==> src/rtl/dequeueing_rx.sv <==
// Collects six UART RX bytes into a frame and presents it with a one-cycle strobe.
// Partial frames are dropped on inter-byte timeout or when the block is disabled.
module dequeueing_rx #(
  parameter int TIMEOUT = 104168,
  parameter int CNT_W   = 17
) (
  input  logic       clk,
  input  logic       rst_n,
  input  logic       en,
  input  logic [7:0] rx_data,
  input  logic       rx_done,
  output logic [7:0] data1,
  output logic [7:0] data2,
  output logic [7:0] data3,
  output logic [7:0] data4,
  output logic [7:0] data5,
  output logic [7:0] data6,
  output logic       frame_valid,
  output logic       err_timeout,
  output logic       busy
);

  typedef enum logic [1:0] {IDLE, COLLECT, DONE} state_t;

  state_t           r_state;
  logic [2:0]       r_idx;
  logic [CNT_W-1:0] r_tcnt;
  logic [5:0][7:0]  r_shadow;

  always_ff @(posedge clk) begin
    if (!rst_n) begin
      r_state     <= IDLE;
      r_idx       <= '0;
      r_tcnt      <= '0;
      r_shadow    <= '0;
      data1       <= '0;
      data2       <= '0;
      data3       <= '0;
      data4       <= '0;
      data5       <= '0;
      data6       <= '0;
      frame_valid <= 1'b0;
      err_timeout <= 1'b0;
      busy        <= 1'b0;
    end else if (!en) begin
      r_state     <= IDLE;
      r_idx       <= '0;
      r_tcnt      <= '0;
      frame_valid <= 1'b0;
      err_timeout <= 1'b0;
      busy        <= 1'b0;
    end else begin
      frame_valid <= 1'b0;
      err_timeout <= 1'b0;
      case (r_state)
        IDLE: begin
          if (rx_done) begin
            r_shadow[0] <= rx_data;
            r_idx       <= 3'd1;
            r_tcnt      <= '0;
            r_state     <= COLLECT;
            busy        <= 1'b1;
          end
        end
        COLLECT: begin
          // An arriving byte beats a timeout expiring on the same edge.
          if (rx_done) begin
            r_shadow[r_idx] <= rx_data;
            r_tcnt          <= '0;
            if (r_idx == 3'd5) r_state <= DONE;
            else               r_idx   <= r_idx + 3'd1;
          end else if (r_tcnt == CNT_W'(TIMEOUT - 1)) begin
            err_timeout <= 1'b1;
            r_idx       <= '0;
            r_tcnt      <= '0;
            r_state     <= IDLE;
            busy        <= 1'b0;
          end else begin
            r_tcnt <= r_tcnt + CNT_W'(1);
          end
        end
        DONE: begin
          data1       <= r_shadow[0];
          data2       <= r_shadow[1];
          data3       <= r_shadow[2];
          data4       <= r_shadow[3];
          data5       <= r_shadow[4];
          data6       <= r_shadow[5];
          frame_valid <= 1'b1;
          r_tcnt      <= '0;
          // A byte on this cycle opens the next frame; the copy above uses old shadow.
          if (rx_done) begin
            r_shadow[0] <= rx_data;
            r_idx       <= 3'd1;
            r_state     <= COLLECT;
          end else begin
            r_idx   <= '0;
            r_state <= IDLE;
            busy    <= 1'b0;
          end
        end
        default: begin
          r_state <= IDLE;
          r_idx   <= '0;
          r_tcnt  <= '0;
          busy    <= 1'b0;
        end
      endcase
    end
  end

endmodule

==> config.mk <==
export PLATFORM = sky130hd
export DESIGN_NAME = dequeueing_rx
export DESIGN_NICKNAME = d
export VERILOG_FILES = /design/src/rtl/dequeueing_rx.sv
export SDC_FILE = /design/constraint.sdc
export NUM_CORES = 1
export LEC_CHECK = 0
export CAP_MARGIN = 20
export CORE_MARGIN = 3
export CORE_UTILIZATION = 46
export DETAILED_ROUTE_END_ITERATION = 12
export PLACE_DENSITY = 0.71
export REMOVE_ABC_BUFFERS = 1
export SKIP_CTS_REPAIR_TIMING = 1
export SYNTH_ARGS = -nofsm -noshare
export SYNTH_HDL_FRONTEND = slang
export SYNTH_SLANG_ARGS = --single-unit
export TNS_END_PERCENT = 30
==> constraint.sdc <==
create_clock -name clk -period 1.9 [get_ports clk]
set_input_delay 0.38 -clock clk [delete_from_list [all_inputs] [get_ports clk]]
set_output_delay 0.38 -clock clk [all_outputs]
set_load 0.05 [all_outputs]
; Yosys cells after proc, flatten, opt, wreduce, memory -nomap -nowiden
; Cells that the tools add are included.
[op_classes]
n_addsub = 2
magnitude_cmp = 2
n_eq_ne = 13
mux = 29
bitwise = 3
n_reduce_logical = 12
[op_table]
columns = op, count
row1 = 17-bit two-way mux, 3
row2 = 48-bit bitwise mux, 1
row3 = 17-bit one-hot mux with 2 select lines, 1
row4 = 8-bit demux with 3-bit select, 1
row5 = 8-bit two-way mux, 3
row6 = "17-bit by 1-bit adder with 17-bit output, second input constant", 1
row7 = "17-bit == test, second input constant", 1
row8 = 8-bit one-hot mux with 2 select lines, 1
row9 = 3-bit two-way mux, 4
row10 = "2-bit inequality test, second input constant", 5
row11 = "3-bit inequality test, second input constant", 3
row12 = 3-bit one-hot mux with 3 select lines, 1
row13 = 3-bit AND reduction, 3
row14 = 1-bit two-way mux, 8
row15 = 2-bit two-way mux, 4
row16 = 4-bit AND reduction, 2
row17 = 2-bit one-hot mux with 3 select lines, 1
row18 = "3-bit by 4-bit < comparator with 1-bit output, second input constant", 1
row19 = 2-bit AND reduction, 2
row20 = 4-bit OR reduction, 1
row21 = "3-bit by 1-bit adder with 3-bit output, second input constant", 1
row22 = "3-bit == test, second input constant", 1
row23 = "3-bit by 1-bit >= comparator with 1-bit output, second input constant", 1
row24 = 1-bit NOT, 3
row25 = other kinds (8), 8
[word_totals]
reg_bits = 121
in_bits = 12
output_inout_bits = 51
wordCells = 79

; Logic depth before layout (Yosys ltp)
; Gate-level depths: netlist of run 1.
[depth]
word_depth = 7
ltp_mapped = 8
depth_no_buf = 6

; Worst setup path after synthesis of run 1
; Ideal clock, no wire load.
[synth_timing]
path_type = register -> register
startpoint = reg r_tcnt[0]
endpoint = reg r_tcnt[12]
setup_ns = 0.132
arrival_ns = 1.770
required_ns = 1.768
slack_ns = -0.002
stages_incl_launch_ff = 8
n_path_buf = 2
period_less_slack_ns = 1.902
path_cell_list = dfxtp_1 -> ha_1 -> nand3_1 -> or4b_1 -> buf_2 -> nor3_4 -> buf_6 -> nor3_1
[synth_via]
elab_chain_cells = 4
[synth_lines]
columns = item, line_no
row1 = from (decl), 27  ; logic [CNT_W-1:0] r_tcnt;
row2 = from (signal assigned), 79  ; r_tcnt <= r_tcnt + CNT_W'(1);
row3 = 17-bit by 1-bit adder with 17-bit output / 17-bit == test (equally long branches), "79, 72"
row4 = 17-bit two-way mux (*), 72  ; end else if (r_tcnt == CNT_W'(TIMEOUT - 1)) begin
row5 = 17-bit two-way mux (*), 67  ; if (rx_done) begin
row6 = 17-bit one-hot mux with 2 select lines (*), 55  ; case (r_state)
; Mark *: on every way between the ends. The rest lies on a longest branch, timed or not.
; A chain may end at the register's enable or synchronous reset.

; Worst setup path in the final report of run 1
[layout_timing]
startpoint = reg r_tcnt[1]
endpoint = reg r_idx[0]
[layout_via]
elab_chain_cells = 3
[layout_lines]
columns = item, line_no
row1 = 17-bit == test, 72
row2 = 3-bit inequality test (no line), --
row3 = 3-bit AND reduction (no line), --
row4 = to (signal assigned), 71  ; else r_idx <= r_idx + 3'd1;
row5 = to (decl), 26  ; logic [2:0] r_idx;
; Every way passes these cells.

==> results of run 1 <==
[cell type report]
type / instances / share of cell area [%]
Multi-Input combinational cell: 363 / 35.8
Tap cell: 136 / 2.59
Clock buffer: 20 / 6.48
Timing Repair Buffer: 97 / 15.3
Sequential cell: 121 / 36.9
Inverter: 4 / 0.229
Clock inverter: 12 / 2.65
[power breakdown]
part / internal (mW) / switching, mW / total, mW
logic: 0.0896 / 0.0930 / 0.183
clock network: 2.13 / 1.14 / 3.27
registers: 2.55 / 0.0150 / 2.57
[final timing paths]
path / slack [ps] / endpoint / depth (start not counted)
setup / recovery: 90 / r_idx[0] / 6
hold / removal: 360 / busy / 4
setup reg to reg: 90 / r_idx[0] / 6
hold reg to reg: 460 / data5[2] / 2
[critical path, stage by stage, from the launching register on]
cell     delay [ps]
dfxtp_1         400
ha_4            170
nand3_1         100
or4b_4          550
buf_4           180
nor4_1          230
nor3_1           70
[cell usage in the layout, fill, tap and decap left out, drive strengths merged, types with 2 or more instances in the layout]
cell type      netlist  final
mux2i               49     49
nor2b               49     49
xnor2                5      5
or4                  3      3
clkbuf              25     20
and2                 2      2
a21oi                4      4
and4b                3      3
nor3                18     18
a21boi              49     49
dlymetal6s2s         0     41
nand4                6      6
or3                  6      6
nand2              106    106
o21ai                6      6
inv                  4      5
clkdlybuf4s50        0     10
and3                 2      2
xor2                 6      6
clkinv               0      6
ha                   3      3
nor4b                2      2
a31oi                2      2
dfxtp              121    121
a211oi               5      5
bufinv               0      4
nor4                 5      5
o211ai               5      5
o31ai                4      4
buf                 13     46
nand3                8      8
nor2                 3      3
nor4bb               2      2
[Yosys cell counts, drive strengths merged (4+ instances only)]
cell    instances
a21oi           4
nor2b          49
dfxtp         121
a211oi          5
inv             4
o31ai           4
mux2i          49
nor3           18
or3             6
nand3           8
a21boi         49
xor2            6
nand2         106
nor4            5
o211ai          5
nand4           6
xnor2           5
clkbuf         25
o21ai           6
buf            13
[through the flow]
stage | utilization [%] | hold WS, ps | TNS [ps] | std cells | total power, mW
detailed placement | 56.4 | 456 | -5370 | 721 | 2.80
global route | 63.3 | 356 | 0 | 753 | 6.19
CTS | 62.2 | 333 | -6780 | 753 | 6.06
floorplan | - | 440 | -6060 | 488 | 2.70
global placement | 56.4 | 451 | -4200 | 721 | 2.80
finish | 63.3 | 357 | 0 | 753 | 6.02
[routing by layer]
layer,up-vias,wire length [um]
met4,0,140
met1,1860,5200
met2,75,5260
met5,-,0
met3,15,522
li1,1967,-
[logic make-up after synthesis]
kind of cell             count (synthesis)
XOR/XNOR                                11
multiplexers                            49
flip-flops                             121
AO/OA/AOI/OAI                           79
adder cells (fa/ha/maj)                  3
buffers and inverters                   42
AND/OR/NAND/NOR                        221
[flip-flops by register name, summed over array words and instances, names as in the netlist]
signal	cells
busy	1
data1	8
data2	8
data3	8
data4	8
data5	8
data6	8
err_timeout	1
frame_valid	1
r_idx	3
r_shadow	48
r_state	2
r_tcnt	17
==> out/results.txt, run 1 <==
outcome - complete, no violations
Initial Util - 47.5%
clock buffer depth - 2
cell count after synthesis - 526
Adder-Cell Fraction of Synth Area - 0.762%
unrepaired setup endpoints after global routing - false
hpwl dp - 7.36 mm
M3 GR Usage - 5.75%
CP endpoint kind - flop
Final Net Count - 619
largest net degree at the start of global routing - 98
worst endpoint required time - 2310 ps
critical path type - flop to flop
Seq/Total Area, Yosys - 49.2%
final WL - 11.1 mm
Crit Path Max Fanout - 6
routability congestion estimate - 0.906
Wirelength per Cell - 14.8 um
setup slack after layout - 89.8 ps
FF+latch count, synth - 121
row count - 37
Remaining DRCs - 0
Hold WC Path Type - input port to flop
fmax - 552 MHz
Post-Synth XOR/XNOR Area - 1.96%
P_leak - 3.10 nW
clk_skew - 5.88 ps
synth warn - 0
Tmin final - 1810 ps
initial antenna violation count - 0
H-tree depth - 4
FILL cells - 849
Max transition margin - 65.2%
leading post-synthesis cells by cell area - dfxtp_1, mux2i_1, nand2_1
vias in the first global route - 3818
CP arrival - 2220 ps
Post-Place Cell Area - 0.00585 mm^2
largest area contributor in the netlist - dfxtp_1
Synth Area in Compound Gates - 11.6%
Die Ht - 109 um
post-route ant nets - 0
busiest layer in global routing - met2
layout cells sized above 1 - 13.6%
Layout area overhead - 33.4%
Post-Place Worst Slack - -249 ps
core area - 0.0104 mm^2
antenna cells - 0
final setup fails - 0
GRT Total Usage - 20.0%
HP Start - rst_n
Iter 0 DRT Violations - 167
Detailed Routing Iterations Pass 1 - 4
grt ovf - 0
prevailing post-synth register cell - dfxtp_1
fin. max-slew vios - 0
crit share post-route - 95.3%
TritonCTS clock tree - built
CP Launch Type - flop
first-pass GRT wire length - 18.7 mm
Post-synth EDFFs - 0
critical path startpoint - r_tcnt[1]
Worst-path clk slew - 60 ps
num ports - 63
max-cap violation count - 0
CTS sink cnt - 121
DR vias - 3917
clk_lat worst skew - 520 ps
met1 Usage GRT - 26.1%
IO buf count - 62
Die Footprint - 0.0120 mm^2
CTS Buf Count - 17
Post-Syn Area - 0.00492 mm^2
post-synthesis mux area share - 9.96%
top cell type's share of synthesized area - 49.2%
Synth Area in Simple Gates - 22.9%
FF/Latch Area - 0.00242 mm^2
met2 usage - 31.3%
ys async rst share - 0%
main combinational cell family by area after synthesis - simple AND/OR/NAND/NOR gates
Syn Area/Cell - 9.36 um^2
worst reg2reg path startpoint - r_tcnt[1]
Yosys cell types - 43
fin area - 0.00657 mm^2
Final Hold Viols - 0
DIE WIDTH - 109 um
Worst Max-Slew Pin Slew - 521 ps
Root Buffer - clkbuf_8
Multi-input gate area - 0.00235 mm^2
pwr dens - 916 mW/mm^2
vias per cell - 5.20
Peak supply drop - 0.703 mV
Note: power is estimated with default switching activity, not from simulation.
==> inputs of run 2 (changes only) <==
- SETUP_SLACK_MARGIN: unset -> 0.4
==> out/results.txt, run 2 (same netlist as run 1, synthesis figures left out) <==
antenna cells - 0
# placed instances - 721
routability congestion estimate - 0.906
sw frac - 20.7%
Tmin final - 1690 ps
CP endpoint kind - flop
Remaining DRCs - 0
worst path cell trace - ha_4 > nand3_2 > or4b_4 > buf_6 > o211ai_1 > a31oi_1
CTS sink cnt - 121
final hold slack - 362 ps
CP Launch Type - flop
final WL - 11.4 mm
num ports - 63
GRT Total Usage - 20.0%
most frequent cells in the layout - dfxtp_1, nand2_1, buf_4
Power, Total - 6.01 mW
Detailed Routing Iterations Pass 1 - 4
commonest non-fill, non-tap cell in the layout - dfxtp_1
Hold WC Path Type - input port to flop
Initial Util - 47.5%
outcome - complete, no violations
worst endpoint required time - 2300 ps
CP arrival - 2090 ps
hpwl dp - 7.36 mm
largest net degree at the start of global routing - 98
Max transition margin - 74.0%
row count - 37
HP Start - rst_n
FF/Latch Area - 0.00245 mm^2
critical path type - flop to flop
layout cells sized above 1 - 24.0%
post-route ant nets - 0
DIE WIDTH - 109 um
Multi-input gate area - 0.00240 mm^2
Peak supply drop - 0.704 mV
H-tree depth - 4
Worst Max-Slew Pin Slew - 389 ps
Post-Place Cell Area - 0.00585 mm^2
CTS Buf Count - 17
critical path's largest stage delay - 530 ps
Worst-path clk slew - 60 ps
clock buffer depth - 2
clk_skew - 8.45 ps
fin area - 0.00649 mm^2
Wirelength per Cell - 15.0 um
Layout area overhead - 31.7%
first-pass GRT wire length - 18.7 mm
Crit Path Max Fanout - 6
initial antenna violation count - 0
Clock power frac - 54.3%
pwr dens - 926 mW/mm^2
switching power - 1.24 mW
unrepaired setup endpoints after global routing - true
fmax - 592 MHz
vias per cell - 5.22
R2R Setup Slk - 210 ps
Internal - 4.76 mW
clk_lat worst skew - 520 ps
Final Net Count - 622
CP top delay family - simple AND/OR/NAND/NOR gates
vias in the first global route - 3818
Finished Layout Cells - 756
P_leak - 2.45 nW
worst reg2reg path startpoint - r_tcnt[1]
core area - 0.0104 mm^2
critical path startpoint - r_tcnt[1]
max reg flops - 48
Crit-path slowest cell - or4b_4
FILL cells - 868
max-cap violation count - 0
crit share post-route - 88.9%
sequential power share - 42.7%
Crit path buffers/inverters - 1
Die Ht - 109 um
Iter 0 DRT Violations - 180
IO buf count - 62
fin. max-slew vios - 0
final setup fails - 0
grt ovf - 0
Final Hold Viols - 0
Die Footprint - 0.0120 mm^2
Top reg by flops - r_shadow
DR vias - 3948
TritonCTS clock tree - built
combinational power share - 3.1%
Root Buffer - clkbuf_8
Top Registers - r_shadow x48, r_tcnt x17
[run 2: layout make-up]
type	instances	area share (%)
clock buffers	20	6.56
clock inverters	12	2.68
inverters	4	0.231
multi-input cells	363	37.1
flip-flops and latches	121	37.7
well taps	136	2.62
repair buffers	100	13.1
[run 2: final timing paths]
check | end | depth (start not counted)
setup / recovery | busy | 6
hold / removal | r_state[0] | 4
setup reg to reg | busy | 6
hold reg to reg | data5[2] | 2
[run 2: power groups by stage]
stage	Combinational, mW	Sequential, mW	Clock [mW]
CTS	0.183	2.57	3.31
global route	0.200	2.56	3.42
detailed placement	0.182	2.62	0
global placement	0.178	2.62	0
finish	0.185	2.56	3.26
floorplan	0.0770	2.62	0
[run 2: worst min-delay path, cell delays in order]
cell     delay (ps)
buf_2           150
nand2_1         110
buf_4           150
a21oi_1          50
[run 2: routing by layer]
| metal | share of wire [%] | wire length, um | vias to the layer above | GRT usage, % |
|---|---|---|---|---|
| li1 | - | - | 1970 | - |
| met1 | 47 | 5300 | 1890 | 26.1 |
| met2 | 48 | 5470 | 70 | 31.3 |
| met3 | 3.9 | 440 | 18 | 5.75 |
| met4 | 1.4 | 157 | 0 | 7.30 |
| met5 | 0 | 0 | - | 0 |
[run 2: metrics by stage]
step           setup WS, ps  utilization (%)  TNS, ps
2_1_floorplan          -556                -    -6060
3_3_place_gp           -208             56.4    -4200
3_5_place_dp           -249             56.4    -5370
4_1_cts                -222             62.2    -6780
5_1_grt                 115             62.6        0
6_report                210             62.6        0
==> inputs of run 3 (changes only) <==
- CELL_PAD_IN_SITES_DETAIL_PLACEMENT: unset -> 1
- CELL_PAD_IN_SITES_GLOBAL_PLACEMENT: unset -> 1
- CORE_UTILIZATION: 46 -> 38
- PLACE_DENSITY: 0.71 -> unset
- PLACE_DENSITY_LB_ADDON: unset -> 0.1
==> out/results.txt, run 3 (same netlist as run 1, synthesis figures left out) <==
outcome - complete, no violations
unrepaired setup endpoints after global routing - true
post-route ant nets - 0
setup slack after layout - 123 ps
Detailed Routing Iterations Pass 1 - 4
Die Footprint - 0.0144 mm^2
Remaining DRCs - 0
routability congestion estimate - 0.779
Final Net Count - 630
max reg flops - 48
Wirelength per Cell - 16.3 um
R2R Setup Slk - 120 ps
largest net degree at the start of global routing - 98
Iter 0 DRT Violations - 229
first-pass GRT wire length - 20.8 mm
most frequent cells in the layout - dfxtp_1, nand2_1, mux2i_1, nor2b_1, a21boi_0
crit share post-route - 93.5%
Multi-input gate area - 0.00239 mm^2
vias in the first global route - 4063
worst endpoint required time - 2190 ps
Power, Total - 5.57 mW
Tmin final - 1780 ps
Initial Util - 39.8%
final setup fails - 0
num ports - 63
initial antenna violation count - 0
fmax - 563 MHz
Crit Path Max Fanout - 8
P_leak - 2.75 nW
CP arrival - 2070 ps
FILL cells - 1438
layout cells sized above 1 - 21.0%
CP endpoint kind - flop
critical path's largest stage delay - 580 ps
max-cap violation count - 0
fin area - 0.00655 mm^2
Layout area overhead - 33.0%
CTS sink cnt - 121
Peak supply drop - 0.521 mV
grt ovf - 0
pwr dens - 850 mW/mm^2
clock buffer depth - 2
Worst-path clk slew - 50 ps
Top reg by flops - r_shadow
FF/Latch Area - 0.00243 mm^2
worst path cell trace - ha_4 > nand3_2 > or4b_4 > nor3_4 > buf_6 > clkbuf_16 > nor3_1
CP Launch Type - flop
Setup TNS - 0 ps
Root Buffer - clkbuf_16
Die Ht - 120 um
vias per cell - 5.08
fin. max-slew vios - 0
commonest non-fill, non-tap cell in the layout - dfxtp_1
GRT Total Usage - 18.2%
Final Hold Viols - 0
row count - 40
Post-Place Cell Area - 0.00595 mm^2
Max transition margin - 64.3%
hpwl dp - 8.60 mm
TritonCTS clock tree - built
final hold slack - 440 ps
IO buf count - 62
H-tree depth - 4
DR vias - 4044
clk_lat worst skew - 410 ps
clk_skew - 7.43 ps
DIE WIDTH - 120 um
CTS Buf Count - 17
Post-Place Worst Slack - -213 ps
critical path type - flop to flop
final WL - 12.9 mm
Top Registers - r_shadow x48, r_tcnt x17
Worst Max-Slew Pin Slew - 535 ps
Crit-path slowest cell - or4b_4
core area - 0.0124 mm^2
antenna cells - 0
Hold WC Path Type - input port to flop
run 3: cell types whose count changed in the layout (fill, tap and decap cells not counted), moves of 3 or more:
cell / previous run / this run
clkbuf_16: 16 / 19
dfxtp_2: 6 / 10
buf_6: 9 / 1
clkbuf_4: 13 / 0
dlymetal6s2s_1: 0 / 19
clkbuf_2: 1 / 27
buf_4: 60 / 42
bufinv_16: 4 / 0
dfxtp_4: 5 / 0
run 3: power breakdown:
group          leakage, nW  internal (mW)  switching, mW  total, mW
clock                0.250           1.72           1.09       2.80
sequential           0.981           2.56         0.0141       2.57
combinational         1.52         0.0962         0.0983      0.195
run 3: per-layer routing:
layer / vias up / part of all wire [%] / GRT usage [%]
met2: 72 / 50 / 31.0
li1: 1987 / - / -
met1: 1968 / 44 / 22.7
met5: - / 0 / 0
met4: 0 / 1.6 / 6.87
met3: 17 / 3.6 / 4.01
run 3: critical path: cells and delay by family, from the launching register on:
family / cells / cell delay [ps]
flip-flops: 1 / 350
buffers and inverters: 2 / 300
AND/OR/NAND/NOR: 4 / 860
adder cells (fa/ha/maj): 1 / 160
run 3: worst paths after layout:
| path | cells past startpoint | to | from |
|---|---|---|---|
| worst min register to register | 2 | data6[1] | data6[1] |
| worst min-delay path | 4 | r_state[0] | rst_n |
| worst max-delay path | 7 | r_tcnt[5] | r_tcnt[1] |
| worst max register to register | 7 | r_tcnt[5] | r_tcnt[1] |
run 3: through the flow:
stage / util (%) / std cells
3_5_place_dp: 48.1 / 756
5_1_grt: 53.0 / 796
2_1_floorplan: - / 488
3_3_place_gp: 48.1 / 756
4_1_cts: 52.3 / 788
6_report: 53.0 / 796
run 3: final cells by class:
cell class / instances / share of cell area (%)
multi-input cells: 363 / 36.6
well taps: 168 / 3.21
flip-flops and latches: 121 / 37.2
clock inverters: 8 / 0.726
repair buffers: 108 / 14.9
clock buffers: 24 / 7.20
inverters: 4 / 0.229
